<file path="config.mk">
export PLATFORM = sky130hd
export DESIGN_NAME = add_multiword_seq
export DESIGN_NICKNAME = d
export VERILOG_FILES = /design/src/rtl/add_multiword_seq.sv
export SDC_FILE = /design/constraint.sdc
export NUM_CORES = 1
export LEC_CHECK = 0
export BUFFER_PORTS_ARGS = -buffer_cell sky130_fd_sc_hd__clkbuf_2
export CORE_MARGIN = 2
export CORE_UTILIZATION = 45
export CTS_CLUSTER_SIZE = 8
export DETAILED_ROUTE_END_ITERATION = 10
export PLACE_DENSITY = 0.77
export SETUP_SLACK_MARGIN = 0.15
export SYNTH_ARGS = -nofsm -noshare
export SYNTH_HDL_FRONTEND = slang
export SYNTH_SLANG_ARGS = --single-unit
export TNS_END_PERCENT = 50
</file>
<file path="constraint.sdc">
create_clock -name i_clk -period 5.4 [get_ports i_clk]
set_input_delay 0.54 -clock i_clk [delete_from_list [all_inputs] [get_ports i_clk]]
set_output_delay 0.54 -clock i_clk [all_outputs]
set_load 0.02 [all_outputs]
</file>
<file path="src/rtl/add_multiword_seq.sv">
// Multi-cycle wide adder: one DATA_WIDTH chunk per cycle through one
// narrow carry-lookahead adder. Optional subtract: ADD_MULTIWORD_SEQ_SUB_EN.
//
// Ports: i_clk, i_rst (async, active-high); request i_valid/o_ready with
// i_num_a, i_num_b, i_cry (and i_sub when the macro is defined);
// result o_valid/i_ready with o_res, o_cry; o_busy while CALC or DONE.

module add_nnbit_ahead_serial #(
  parameter int DATA_WIDTH = 8
) (
  input  logic [DATA_WIDTH-1:0] i_a,
  input  logic [DATA_WIDTH-1:0] i_b,
  input  logic                  i_cry,
  output logic [DATA_WIDTH-1:0] o_sum,
  output logic                  o_cry
);
  logic [DATA_WIDTH-1:0] g;
  logic [DATA_WIDTH-1:0] p;
  logic [DATA_WIDTH:0]   c;

  always_comb begin
    g    = i_a & i_b;
    p    = i_a ^ i_b;
    c    = '0;
    c[0] = i_cry;
    for (int i = 0; i < DATA_WIDTH; i++) begin
      c[i+1] = g[i] | (p[i] & c[i]);
    end
  end

  assign o_sum = p ^ c[DATA_WIDTH-1:0];
  assign o_cry = c[DATA_WIDTH];
endmodule

module add_multiword_seq #(
  parameter int DATA_WIDTH = 8,
  parameter int WORD_NUM   = 4
) (
  input  logic                           i_clk,
  input  logic                           i_rst,
  input  logic                           i_valid,
  output logic                           o_ready,
  input  logic [DATA_WIDTH*WORD_NUM-1:0] i_num_a,
  input  logic [DATA_WIDTH*WORD_NUM-1:0] i_num_b,
  input  logic                           i_cry,
`ifdef ADD_MULTIWORD_SEQ_SUB_EN
  input  logic                           i_sub,
`endif
  output logic                           o_valid,
  input  logic                           i_ready,
  output logic [DATA_WIDTH*WORD_NUM-1:0] o_res,
  output logic                           o_cry,
  output logic                           o_busy
);
  localparam int TW = DATA_WIDTH * WORD_NUM;
  localparam int IW = (WORD_NUM > 1) ? $clog2(WORD_NUM) : 1;

  typedef enum logic [1:0] {
    S_IDLE,
    S_CALC,
    S_DONE
  } state_t;

  state_t          state_q, state_d;
  logic [IW-1:0]   idx_q, idx_d;
  logic [TW-1:0]   a_q, a_d;
  logic [TW-1:0]   b_q, b_d;
  logic            c_q, c_d;
  logic [TW-1:0]   res_q, res_d;
  logic            ocry_q, ocry_d;

  logic [DATA_WIDTH-1:0] ch_a;
  logic [DATA_WIDTH-1:0] ch_b;
  logic [DATA_WIDTH-1:0] ch_sum;
  logic                  ch_cry;
  logic                  sub_w;
  logic                  last_w;

`ifdef ADD_MULTIWORD_SEQ_SUB_EN
  assign sub_w = i_sub;
`else
  assign sub_w = 1'b0;
`endif

  assign ch_a   = a_q[idx_q*DATA_WIDTH +: DATA_WIDTH];
  assign ch_b   = b_q[idx_q*DATA_WIDTH +: DATA_WIDTH];
  assign last_w = (idx_q == IW'(WORD_NUM-1));

  add_nnbit_ahead_serial #(
    .DATA_WIDTH (DATA_WIDTH)
  ) u_add (
    .i_a   (ch_a),
    .i_b   (ch_b),
    .i_cry (c_q),
    .o_sum (ch_sum),
    .o_cry (ch_cry)
  );

  always_comb begin
    state_d = state_q;
    idx_d   = idx_q;
    a_d     = a_q;
    b_d     = b_q;
    c_d     = c_q;
    res_d   = res_q;
    ocry_d  = ocry_q;
    unique case (state_q)
      S_IDLE: begin
        if (i_valid) begin
          a_d     = i_num_a;
          // Subtract is A + ~B + 1; the +1 rides in on the chunk-0 carry.
          b_d     = sub_w ? ~i_num_b : i_num_b;
          c_d     = sub_w ? 1'b1 : i_cry;
          idx_d   = '0;
          res_d   = '0;
          state_d = S_CALC;
        end
      end
      S_CALC: begin
        res_d[idx_q*DATA_WIDTH +: DATA_WIDTH] = ch_sum;
        c_d   = ch_cry;
        idx_d = idx_q + 1'b1;
        if (last_w) begin
          ocry_d  = ch_cry;
          idx_d   = '0;
          state_d = S_DONE;
        end
      end
      S_DONE: begin
        if (i_ready) state_d = S_IDLE;
      end
      default: state_d = S_IDLE;
    endcase
  end

  always_ff @(posedge i_clk or posedge i_rst) begin
    if (i_rst) begin
      state_q <= S_IDLE;
      idx_q   <= '0;
      a_q     <= '0;
      b_q     <= '0;
      c_q     <= 1'b0;
      res_q   <= '0;
      ocry_q  <= 1'b0;
    end else begin
      state_q <= state_d;
      idx_q   <= idx_d;
      a_q     <= a_d;
      b_q     <= b_d;
      c_q     <= c_d;
      res_q   <= res_d;
      ocry_q  <= ocry_d;
    end
  end

  assign o_ready = (state_q == S_IDLE) & ~i_rst;
  assign o_valid = (state_q == S_DONE);
  assign o_busy  = (state_q != S_IDLE);
  assign o_res   = res_q;
  assign o_cry   = ocry_q;
endmodule

</file>
==> flow_summary_export.csv <==
group,metric,value,unit
run_status,status,"completed",
worst_setup_path,crit_path_start_kind,"flip-flop",
power,power.share.sequential,35.6,%
timing,final-setup-viol-count,0,
timing,clock_skew,12.6,ps
layout,drive_gt1_share,37.1,%
cts,post_cts_resized,0,
worst_setup_path,crit_type,"reg2reg",
floorplan,rows,36,
cts,root_buffer,"clkbuf_8",
detailed_routing,post_drt_wl_per_cell,17.5,µm
floorplan,io_pins,105,
detailed_routing,top_layer_used,"met4",
worst_setup_path,arrival,4670,ps
timing,slew_headroom,29.9,%
worst_setup_path,cp_top_family,"adder cells",
timing,whs,199,ps
timing,drv_slew,0,
detailed_routing,wl_met2,4420,µm
floorplan,start_util,46.8,%
placed_design,hpwl,7020,µm
logic_synthesis,synth.distinct_cells,35,
layout,area_growth,18.9,%
detailed_routing,vias_per_cell,5.29,
worst_setup_path,crit_path_max_fanout,10,
cts,cts_tree,"built",
cts,post_cts_buffers,0,
placed_design,gp_congestion,0.787,
power,p_leak,2.57,nW
layout,mostFrequentLayoutCell,"clkbuf_2",
power,p_clk_share,15.6,%
layout,fin_nets,483,
detailed_routing,drtAntennaViolNets,0,
worst_setup_path,worstPathCellList,"buf_4 > mux4_2 > fa_1 > inv_1 > fa_1 > fa_1 > fa_1 > fa_1 > fa_1 > fa_1 > inv_1 > fa_1 > a22o_1",
worst_setup_path,path_buf_inv,3,
detailed_routing,route.met3.wl,658,µm
logic_synthesis,async_flop_share,100,%
power,peakVddDrop,0.000311,V
timing,hold_viol,0,
logic_synthesis,ys.flop_type,"dfrtp_1",
floorplan,die_x,105,µm
power,p_per_area,676,mW/mm²
worst_setup_path,crit_path_max_incr_delay,460,ps
global_routing,first_global_vias,3071,
detailed_routing,vias,2855,
worst_setup_path,worst_ep_required_time,5660,ps
detailed_routing,drt-met1-wl,4310,µm
worst_setup_path,end_kind,"flip-flop",
worst_setup_path,cp_common_cell,"fa_1",
cts,clockBufferDepth,2,
power,comb_power_share,48.9,%
floorplan,core-area,0.00982,mm²
detailed_routing,wirelength,9450,µm
power,p_int,2.23,mW
detailed_routing,drt_pre_antenna_iters,4,
layout,diodes,0,
logic_synthesis,avgSynthCellArea,15.4,µm²
global_routing,gr-total-overflow,0,
floorplan,die_y,105,µm
logic_synthesis,yosysTopAreaCell,"dfrtp_1",
timing,layout_min_cycle_time,4410,ps
timing,tns,0,ps
cts,cts_buffers,9,
detailed_routing,drcViolationCount,0,
timing,tightestPinTransition,1050,ps
global_routing,grt_pass1_wl,15700,µm
power,switching_share,39.5,%
logic_synthesis,syn_nets,379,
timing,max_freq,227,MHz
cts,postCtsHoldBufs,0,
logic_synthesis,syn_inst,298,
timing,grt_setup_unrepaired,"false",
layout,final_cell_mix,"104 x clkbuf_2, 102 x dfrtp_1, 65 x mux2_1, 22 x o2bb2ai_1, 20 x inv_1",
global_routing,antenna_found_initial,0,
cts,clk_pin_slew,100,ps
logic_synthesis,synth_top_area_share,55.6,%
power,switchingPower,1.46,mW
logic_synthesis,syn_area,0.00459,mm²
placed_design,port_buffers,104,
logic_synthesis,synth-seq-cells,102,
cts,worstSkewPairLatency,370,ps
worst_setup_path,cpMaxStageDelayCell,"fa_1",
detailed_routing,first_iter_violations,160,
global_routing,grt_max_degree,65,
logic_synthesis,ys_top_cells_by_area,"dfrtp_1 56%, mux2_1 16%, mux4_2 7.8%",
floorplan,die-area,0.0110,mm²
cts,htree_levels,3,
logic_synthesis,yosysWarnings,0,
job,cap_violations,0,
global_routing,grtUsageTotal,18.3,%
timing,min_period_over_period,81.6,%
cts,cts_sinks,102,
logic_synthesis,yosysSeqAreaShare,55.6,%
logic_synthesis,synth_edf_count,0,
min_path,hold_class,"in2async",
metal layers:
layer,global-route usage [%],up-vias
met3,5.93,7
li1,-,1288
met4,4.29,0
met2,28.1,99
met5,0,-
met1,25.5,1461
layout make-up:
type,instances,area [µm²]
multi-input combinational,159,1860
sequential,102,2550
timing repair buffer,108,551
tap,133,166
inverter,22,85.1
clock inverter,7,120
clock buffer,9,124
fill,856,4360
worst register-to-register path: cells and delay by family, from the launching register on:
kind	cells	cell delay [ps]
adder cells (fa/ha/maj)	8	3000
flip-flops	1	380
multiplexers	1	360
buffers and inverters	3	350
AO/OA/AOI/OAI	1	220
synthesized netlist by cell type, types with 2 or more instances:
| cell | number |
|---|---|
| nor2_1 | 2 |
| buf_4 | 8 |
| buf_2 | 3 |
| ha_1 | 4 |
| nand3b_1 | 2 |
| nand2b_1 | 2 |
| mux2_1 | 65 |
| fa_1 | 8 |
| o2bb2ai_2 | 6 |
| inv_1 | 21 |
| clkbuf_1 | 3 |
| a22o_1 | 6 |
| nor2b_1 | 2 |
| a21o_1 | 4 |
| dfrtp_1 | 102 |
| mux4_2 | 16 |
| nand2_1 | 5 |
| o2bb2ai_1 | 22 |
worst paths after layout:
kind | start | end | slack [ps] | cells after the start
setup / recovery | idx_q[0] | o_res[31] | 990 | 13
hold / removal | i_rst | c_q | 200 | 2
setup reg to reg | idx_q[0] | o_res[31] | 990 | 13
hold reg to reg | a_q[19] | a_q[19] | 490 | 1
max in group asynchronous | i_rst | a_q[3] | 4060 | 3
min in group i_clk | i_ready | state_q[1] | 340 | 2
kinds of logic (layout without fill, tap and decap cells):
| logic type | count (synthesis) | count (layout) | share of synthesized area (%) |
|---|---|---|---|
| AO/OA/AOI/OAI | 44 | 44 | 8.74 |
| adder cells (fa/ha/maj) | 12 | 12 | 4.58 |
| buffers and inverters | 37 | 146 | 3.92 |
| flip-flops | 102 | 102 | 55.6 |
| multiplexers | 81 | 81 | 23.8 |
| AND/OR/NAND/NOR | 22 | 22 | 3.41 |
state kept, by name, summed over array words and instances (netlist names):
register / cells
o_cry: 1
c_q: 1
a_q: 32
o_res: 32
idx_q: 2
state_q: 2
b_q: 32
power groups by stage:
stage / sequential, mW / clock (mW) / combinational (mW)
after global routing: 1.36 / 0.618 / 1.98
after floorplan: 1.33 / 0 / 1.32
after detailed placement: 1.33 / 0 / 1.81
after CTS: 1.32 / 0.579 / 1.82
final: 1.31 / 0.574 / 1.80
after global placement: 1.32 / 0 / 1.75
through the flow:
step | worst slack (ps) | cells | instance area (µm²) | power (mW) | util (%)
floorplan | 1020 | 298 | 4590 | 2.64 | -
global placement | 1050 | 524 | 5220 | 3.07 | 53.1
detailed placement | 999 | 524 | 5220 | 3.14 | 53.1
CTS | 981 | 540 | 5460 | 3.71 | 55.6
global route | 823 | 540 | 5460 | 3.96 | 55.6
finish | 992 | 540 | 5460 | 3.69 | 55.6
Note: power is estimated with default switching activity, not from simulation.
